===== config.mk =====
export PLATFORM = sky130hd
export DESIGN_NAME = wb_stage
export DESIGN_NICKNAME = d
export VERILOG_FILES = /design/src/rtl/wb_stage.sv
export SDC_FILE = /design/constraint.sdc
export NUM_CORES = 1
export LEC_CHECK = 0
export ABC_AREA = 1
export ABC_CLOCK_PERIOD_IN_PS = 1800
export BUFFER_PORTS_ARGS = -buffer_cell sky130_fd_sc_hd__buf_2
export CAP_MARGIN = 20
export CELL_PAD_IN_SITES_DETAIL_PLACEMENT = 0
export CELL_PAD_IN_SITES_GLOBAL_PLACEMENT = 2
export CORE_MARGIN = 2
export CORE_UTILIZATION = 31
export CTS_CLUSTER_SIZE = 25
export DETAILED_ROUTE_END_ITERATION = 8
export PLACE_DENSITY_LB_ADDON = 0.1
export SLEW_MARGIN = 20
export SYNTH_ARGS = -nofsm -noshare
export SYNTH_HDL_FRONTEND = slang
export SYNTH_SLANG_ARGS = --single-unit

===== constraint.sdc =====
create_clock -name clk -period 1.8 [get_ports clk]
set_input_delay 0 -clock clk [delete_from_list [all_inputs] [get_ports clk]]
set_output_delay 0 -clock clk [all_outputs]
set_load 0.02 [all_outputs]

===== src/rtl/wb_stage.sv =====
// rtl/wb_stage.sv - RISC-V write-back stage: result select, load extension, RF write (WB_RETIRE_CNT_EN adds retire_count)
// Optional: define WB_RETIRE_CNT_EN to add the 64-bit retired-instruction counter.
module wb_stage #(
    parameter int XLEN  = 32,
    parameter int RF_AW = 5
) (
    input  logic             clk,
    input  logic             rst,
    input  logic             in_valid,
    output logic             in_ready,
    input  logic [1:0]       result_src,
    input  logic [2:0]       load_sel,
    input  logic             reg_write,
    input  logic [RF_AW-1:0] rd_addr,
    input  logic [XLEN-1:0]  alu_result,
    input  logic [XLEN-1:0]  pc_plus4,
    input  logic [XLEN-1:0]  lui_pc,
    input  logic             load_valid,
    input  logic [XLEN-1:0]  load_data,
`ifdef WB_RETIRE_CNT_EN
    output logic [63:0]      retire_count,
`endif
    output logic             rf_we,
    output logic [RF_AW-1:0] rf_waddr,
    output logic [XLEN-1:0]  rf_wdata,
    output logic             wb_busy
);

    typedef enum logic [1:0] {IDLE, WAIT_LOAD, WRITE} state_t;

    state_t            state_q, state_d;
    logic              pending_q, pending_d;
    logic [1:0]        src_q, src_d;
    logic [2:0]        sel_q, sel_d;
    logic              we_q, we_d;
    logic [RF_AW-1:0]  rd_q, rd_d;
    logic [XLEN-1:0]   alu_q, alu_d;
    logic [XLEN-1:0]   pc4_q, pc4_d;
    logic [XLEN-1:0]   lui_q, lui_d;
    logic [XLEN-1:0]   ldata_q, ldata_d;

    logic              accept;
    logic [2:0]        off;
    logic [XLEN-1:0]   shifted_b, shifted_h, shifted_w;
    logic [XLEN-1:0]   load_ext;
    logic [XLEN-1:0]   wdata_sel;

    always_ff @(posedge clk or negedge rst) begin
        if (!rst) begin
            state_q   <= IDLE;
            pending_q <= 1'b0;
            src_q     <= '0;
            sel_q     <= '0;
            we_q      <= 1'b0;
            rd_q      <= '0;
            alu_q     <= '0;
            pc4_q     <= '0;
            lui_q     <= '0;
            ldata_q   <= '0;
        end else begin
            state_q   <= state_d;
            pending_q <= pending_d;
            src_q     <= src_d;
            sel_q     <= sel_d;
            we_q      <= we_d;
            rd_q      <= rd_d;
            alu_q     <= alu_d;
            pc4_q     <= pc4_d;
            lui_q     <= lui_d;
            ldata_q   <= ldata_d;
        end
    end

    assign in_ready = (state_q != WAIT_LOAD);
    assign wb_busy  = (state_q == WAIT_LOAD);
    assign accept   = in_valid & in_ready;

    always_comb begin
        state_d   = state_q;
        pending_d = pending_q;
        src_d     = src_q;
        sel_d     = sel_q;
        we_d      = we_q;
        rd_d      = rd_q;
        alu_d     = alu_q;
        pc4_d     = pc4_q;
        lui_d     = lui_q;
        ldata_d   = ldata_q;
        case (state_q)
            WAIT_LOAD: begin
                // A response that arrived with the accept is parked in pending_q.
                if (pending_q) begin
                    pending_d = 1'b0;
                    state_d   = WRITE;
                end else if (load_valid) begin
                    ldata_d = load_data;
                    state_d = WRITE;
                end
            end
            default: begin
                if (accept) begin
                    src_d = result_src;
                    sel_d = load_sel;
                    we_d  = reg_write;
                    rd_d  = rd_addr;
                    alu_d = alu_result;
                    pc4_d = pc_plus4;
                    lui_d = lui_pc;
                    if (result_src == 2'b01) begin
                        state_d   = WAIT_LOAD;
                        pending_d = load_valid;
                        if (load_valid) ldata_d = load_data;
                    end else begin
                        state_d = WRITE;
                    end
                end else begin
                    state_d = IDLE;
                end
            end
        endcase
    end

    always_comb begin
        off       = (XLEN == 64) ? alu_q[2:0] : {1'b0, alu_q[1:0]};
        shifted_b = ldata_q >> {off, 3'b000};
        shifted_h = ldata_q >> {off[2:1], 4'b0000};
        shifted_w = ldata_q >> {off[2], 5'b00000};
        case (sel_q)
            3'b000:  load_ext = XLEN'($signed(shifted_b[7:0]));
            3'b100:  load_ext = XLEN'(shifted_b[7:0]);
            3'b001:  load_ext = XLEN'($signed(shifted_h[15:0]));
            3'b101:  load_ext = XLEN'(shifted_h[15:0]);
            3'b010:  load_ext = XLEN'($signed(shifted_w[31:0]));
            3'b011:  load_ext = (XLEN == 64) ? ldata_q : XLEN'(shifted_w[31:0]);
            default: load_ext = XLEN'(shifted_w[31:0]);
        endcase
        case (src_q)
            2'b00:   wdata_sel = alu_q;
            2'b01:   wdata_sel = load_ext;
            2'b10:   wdata_sel = pc4_q;
            default: wdata_sel = lui_q;
        endcase
    end

    assign rf_we    = (state_q == WRITE) && we_q && (rd_q != '0);
    assign rf_waddr = rf_we ? rd_q : '0;
    assign rf_wdata = rf_we ? wdata_sel : '0;

`ifdef WB_RETIRE_CNT_EN
    logic [63:0] retire_count_q, retire_count_d;

    // Counts every instruction passing through WRITE, including suppressed x0 writes.
    always_comb begin
        retire_count_d = retire_count_q;
        if (state_q == WRITE) retire_count_d = retire_count_q + 64'd1;
    end

    always_ff @(posedge clk or negedge rst) begin
        if (!rst) retire_count_q <= '0;
        else      retire_count_q <= retire_count_d;
    end

    assign retire_count = retire_count_q;
`endif

endmodule


==> metrics, run 1 <==
worst path arrival time a little under 2 ns; period utilization 1.10; area leader, netlist dfrtp_1; num rows 55; worst-margin pin slew 0.613 ns; min-delay worst type in2async; CP Data Required Time 1.80 ns; nets between 1,000 and 1,500; path depth of the worst reg2reg path 5; most frequent cells in the layout buf_2 (149), dlygate4sd3_1 (144), dfrtp_1 (140); DIE AREA 24,100 sq um; Synth Area in Simple Gates 0.120; MaxCap Viol Count 0; Die H 155 um; share of cells above drive strength 1 0.395; area grow syn2layout 61.6%; vias per cell around 4.8; mux share of post-synthesis cell area 0.110; crit-path max FO 8; CP max stage cell dfrtp_2; I/O pin cnt about 180; core area 22,600 sq um; GRT Total Usage 0.210; Syn. warnings 0; fmax a little over 500 MHz; CP Capture Type output port; commonest non-fill, non-tap cell in the layout buf_2; Worst-Skew Late Latency 0.42 ns; Total Wirelength between 20 and 30 mm; post-synthesis cell count between 700 and 800; Worst Path Buf+Inv 4; Worst R2R End alu_q[25]; Hold WS between 0.1 and 0.15 ns; vias in the first global route between 6,000 and 7,000; DRT iter0 DRCs 298; final hold vios 0; post-synth top area share 0.501; # diodes 0; initial antenna violation count 0; min Tclk post-route 1.98 ns; leak pwr 0.00526 uW; TritonCTS Buffers 17; H-tree levels 4; Placed Instances 1,248; largest family of logic cells by synthesized area compound AO/OA/AOI/OAI gates; clock-pin slew on the worst setup and hold paths roughly 0.060 ns; Max Buffers Root-to-Sink 2; VDD IR-drop max around 540 uV; power per cell area approximately 960 nW/um^2; die width about 160 um; failing checks negative setup slack; Rel. slew slack 0.591; Setup TNS -3.98 ns; Remaining Overflow, GRT 0; status complete, but fails checks; sequential area share after synthesis 0.501; Setup WS post-layout -0.176 ns; reg2reg setup slack 0.23 ns; Most common cell on crit path nand2_4; critical path's top delay family simple AND/OR/NAND/NOR gates; Setup Crit Path Kind reg2out; Post-Synth Adder-Cell Area 0; delay of the slowest critical-path stage around 0.43 ns; largest net degree at the start of global routing 66; clock root buffer clkbuf_16; clk sinks ~140; synthesized area 7090 sq um; Post-DRT Antenna Nets 0; TritonRoute pass-1 iters 4; RSZ-0062 raised after global routing true; IO Port Bufs about 180; ranking of synthesized cells by area dfrtp_1 (50%), mux2_2 (11%), a21oi_1 (8.3%), nand2_1 (6.6%), inv_1 (4.1%); Routability Congestion between 0.8 and 0.9; design area approximately 11,000 sq um; Final Setup Violations 32; global-route wire length before repair between 30 and 40 mm; Seq cells post-synth between 100 and 150; critical-path cell list buf_6 > inv_6 > nand2_4 > nand2_4 > nor2_4 > nor2_4 > buf_6 > nand2_8 > nand2_4 > a21oi_2 > buf_4; Synth Area in Compound Gates 0.184; starting density of the core 0.314; drc violations 0; Post-DP HPWL 17.3 mm; Synth Area in XOR/XNOR 0; Final Max Tran Viols 0; worst r2r src state_q[1]; Synth Net Count approximately 940; unique cell type count in the Yosys netlist 26; Mean Syn Cell Area a little under 9 sq um; CP startpoint kind register; Cell Area, Placed 8440 sq um; total number of vias 6,904; fin cells about 1,500; WL/cell between 15 and 20 um; CTS tree built; worst-case clock skew 0.00702 ns
[area by class of cell]
type                    count  area, sq um
clock buffers              19          433
clock inverters            12          163
fillers                  2176        11100
inverters                  84          340
multi-input cells         521         3430
flip-flops and latches    142         3560
well taps                 285          357
repair buffers            390         3170
[layer usage]
metal | up-vias | global-route usage | part of all wire
li1 | 3402 | - | -
met1 | 3328 | 0.286 | 0.47
met2 | 152 | 0.340 | 0.48
met3 | 22 | 0.0370 | 0.039
met4 | 0 | 0.0682 | 0.015
met5 | - | 0 | 0
[power by group]
group	internal [uW]	switching [uW]	total (uW)
Sequential	3710	293	4010
Combinational	1470	1920	3390
Clock	2190	1450	3640
[worst register-to-register path: cells and delay by family, from the launching register on]
family / cells / cell delay, ns
DFF: 1 / 0.36
muxes: 1 / 0.43
buffers and inverters: 2 / 0.43
and+or+nand+nor: 2 / 0.23
[worst max path at each step]
stage	startpoint	to	depth (start not counted)	slack (ns)
final	alu_q[1]	rf_wdata[21]	11	-0.18
after global routing	alu_q[1]	rf_wdata[30]	10	-0.26
after CTS	alu_q[1]	rf_wdata[7]	8	-0.16
after detailed placement	alu_q[1]	rf_wdata[18]	9	0.13
after global placement	alu_q[1]	rf_wdata[7]	7	0.08
after floorplan	state_q[0]	rf_wdata[30]	8	0.34
[cell usage after synthesis (all sizes together)]
library cell	instances
o211ai	1
a31oi	28
o22ai	7
nand3	16
nor2	54
nand2	132
and2	1
nand3b	1
dfrtp	142
o21ai	82
inv	84
a21oi	127
mux2	69
clkbuf	14
nand4	1
buf	37
[stage by stage]
| step | utilization | setup WS, ns | total power [uW] |
|---|---|---|---|
| floorplan | - | 0.339 | 5510 |
| global placement | 0.374 | 0.0849 | 6520 |
| detailed placement | 0.374 | 0.133 | 6520 |
| CTS | 0.483 | -0.158 | 10700 |
| global route | 0.507 | -0.256 | 11600 |
| finish | 0.507 | -0.176 | 11000 |
[cells by family (layout without fill, tap and decap cells)]
kind of cell	count (synthesis)	count (layout)
DFF	142	142
muxes	69	69
AOI/OAI and AO/OA	245	245
buffers and inverters	135	505
and+or+nand+nor	205	207
[flip-flops by register name, indices dropped and copies added, names as in the netlist]
register	cells
sel_q	3
state_q	2
alu_q	32
src_q	2
ldata_q	32
lui_q	32
we_q	1
pending_q	1
pc4_q	32
rd_q	5
[timing repair]
item	CTS	global route
hold endpoints to repair	197	0
resized for setup	95	127
pin swaps	3	31
buffers inserted	7	20
hold buffers	144	0
gates cloned	5	1
endpoints found under the setup margin	33	33
No activity file was read; power rests on OpenSTA's default activity.
==> run 2, diff against run 1 <==
PLACE_DENSITY = 0.84   (was not set)
PLACE_DENSITY_LB_ADDON = not set   (was 0.1)
==> metrics, run 2 (synthesis results as in run 1) <==
CP Data Required Time 1.80 ns (about the same); min-delay worst type in2async; most frequent cells in the layout buf_2 (150), dlygate4sd3_1 (143), dfrtp_1 (138); initial antenna violation count 0 (unchanged); Final Max Tran Viols 0 (unchanged); Setup WS post-layout -0.0817 ns (+0.0941 ns); global-route wire length before repair 38.4 mm (-0.47%); power per cell area 979 nW/um^2 (+1.7%); DRT iter0 DRCs 365 (+22%); worst path arrival time 1.88 ns (-0.10 ns); delay of the slowest critical-path stage 0.45 ns (+0.02 ns); num rows 55 (unchanged); area grow syn2layout 55.6%; WL/cell 16.8 um (-3.1%); clk sinks 142 (unchanged); TritonCTS Buffers 17 (unchanged); TritonRoute pass-1 iters 5 (+1); Worst Path Buf+Inv 2 (-2); final hold vios 0 (unchanged); fmax 531 MHz (+5.0%); critical path's top delay family simple AND/OR/NAND/NOR gates; starting density of the core 0.314 (unchanged); Rel. slew slack 0.661 (+0.0700); Routability Congestion 0.864 (-1.5%); Worst-Skew Late Latency 0.42 ns (about the same); largest net degree at the start of global routing 71 (+7.6%); design area 11,000 sq um (-3.7%); die width 155 um (unchanged); path depth of the worst reg2reg path 8 (+3); leak pwr 0.00512 uW (-2.8%); worst r2r src state_q[0]; DR WL met2 11.2 mm (-6.5%); critical-path cell list inv_6 > nand3b_1 > nor2_2 > nor2_4 > nand2_8 > nand2_1 > a21oi_2 > buf_4; CTS tree built; status complete, but fails checks; CP max stage cell dfrtp_2; share of cells above drive strength 1 0.357 (-0.0372); clock root buffer clkbuf_16; Post-DP HPWL 15.9 mm (-8.5%); reg2reg setup slack 0.16 ns (-0.07 ns); failing checks negative setup slack; worst setup path endpoint rf_wdata[31]; Cell Area, Placed 8390 sq um (-0.59%); worst-case clock skew 0.00542 ns (-0.00161 ns); Top Metal Used met4; worst-margin pin slew 0.508 ns (-0.105 ns); fin cells 1,432 (-1.4%); Met1 Wirelength 11.5 mm (-3.3%); H-tree levels 4 (unchanged); IO Port Bufs 182 (unchanged); crit-path max FO 8 (unchanged); VDD IR-drop max 604 uV (+12%); DIE AREA 24,100 sq um (unchanged); min Tclk post-route 1.88 ns (-0.0941 ns); CP startpoint kind register; GRT Total Usage 0.206 (-0.00422); clock-pin slew on the worst setup and hold paths 0.06 ns (about the same); Max Buffers Root-to-Sink 2 (unchanged); met3 WL post-DR 990 um (+0.92%); CP Capture Type output port; # diodes 0 (unchanged); drc violations 0 (unchanged); period utilization 1.05 (-0.0523); fillcell total 2,202 (+1.2%); Remaining Overflow, GRT 0 (unchanged); Final Setup Violations 20 (-38%); I/O pin cnt 183 (unchanged); vias in the first global route 7,116 (+2.3%); PnR Total Power 10,800 uW (-2.1%); total number of vias 6,787 (-1.7%); Setup Crit Path Kind reg2out; fin util 0.489 (-0.0187); RSZ-0062 raised after global routing true; core area 22,600 sq um (unchanged); MaxCap Viol Count 0 (unchanged); crit path from sel_q[1]; Total Wirelength 24.1 mm (-4.5%); vias per cell 4.74 (-0.25%); nets 1,278 (-1.6%); Levels on crit path 8 (-3); Die H 155 um (unchanged); Worst R2R End ldata_q[6]; Placed Instances 1,238 (-0.80%); commonest non-fill, non-tap cell in the layout buf_2; Post-DRT Antenna Nets 0 (unchanged)
run 2: changes by cell type in the layout (fill, tap and decap cells not counted), moves of 3 or more:
cell     change
a21oi_2     -11
nand2_2      +3
a21oi_1     +15
o21ai_1      +7
buf_6       -17
nand2_4      -5
o21ai_2     -11
buf_4        -6
inv_4        +3
nand2_1      +4
a21oi_4      -4
o21ai_0      +5
run 2: power by group:
group,internal [uW],total (uW),switching [uW],leakage [uW]
clock network,2310,3760,1450,0.000295
registers,3710,3980,267,0.00165
logic,1330,3060,1730,0.00317
total,7350,10800,3450,0.00512
run 2: layout make-up:
cell class	count	area (sq um)	area share
Clock buffer	17	425	0.0386
Clock inverter	14	193	0.0175
Inverter	84	340	0.0309
Multi-Input combinational cell	521	3190	0.289
Sequential cell	142	3560	0.323
Tap cell	285	357	0.0323
Timing Repair Buffer	369	2970	0.269
run 2: what timing repair did:
item | 4_1_cts | 5_1_grt
pin swaps | 8 | 4
setup buffers | 14 | 1
gates cloned | 4 | 1
hold buffers | 143 | 0
endpoints found under the hold margin | 284 | 0
endpoints found under the setup margin | 33 | 33
resized for setup | 108 | 29
run 2: how the worst min path moves through the flow:
stage	end	cells past startpoint
after global placement	alu_q[28]	1
after detailed placement	alu_q[28]	1
after floorplan	alu_q[0]	0
after global routing	alu_q[28]	2
after CTS	alu_q[28]	2
final	pc4_q[28]	2
run 2: per-stage QoR:
step,setup slack [ns],TNS (ns),hold WS [ns]
after global placement,0.200,0,-0.0121
after detailed placement,0.178,0,-0.00874
final,-0.0817,-0.582,0.0910
after global routing,-0.170,-4.19,0.128
after CTS,-0.0893,-1.45,0.110
after floorplan,0.339,0,-0.296
run 2: worst reg2reg max path, stage by stage (launching register included):
cell	delay (ns)
dfrtp_1	0.38
buf_4	0.14
nand2_4	0.13
nand2_8	0.08
o22ai_1	0.10
and2_2	0.20
buf_4	0.28
nand2_1	0.13
o21ai_0	0.11
run 2: routing by layer:
layer | up-vias | global-route usage
met1 | 3251 | 0.279
met4 | 0 | 0.0550
met5 | - | 0
met2 | 155 | 0.338
met3 | 24 | 0.0387
li1 | 3357 | -
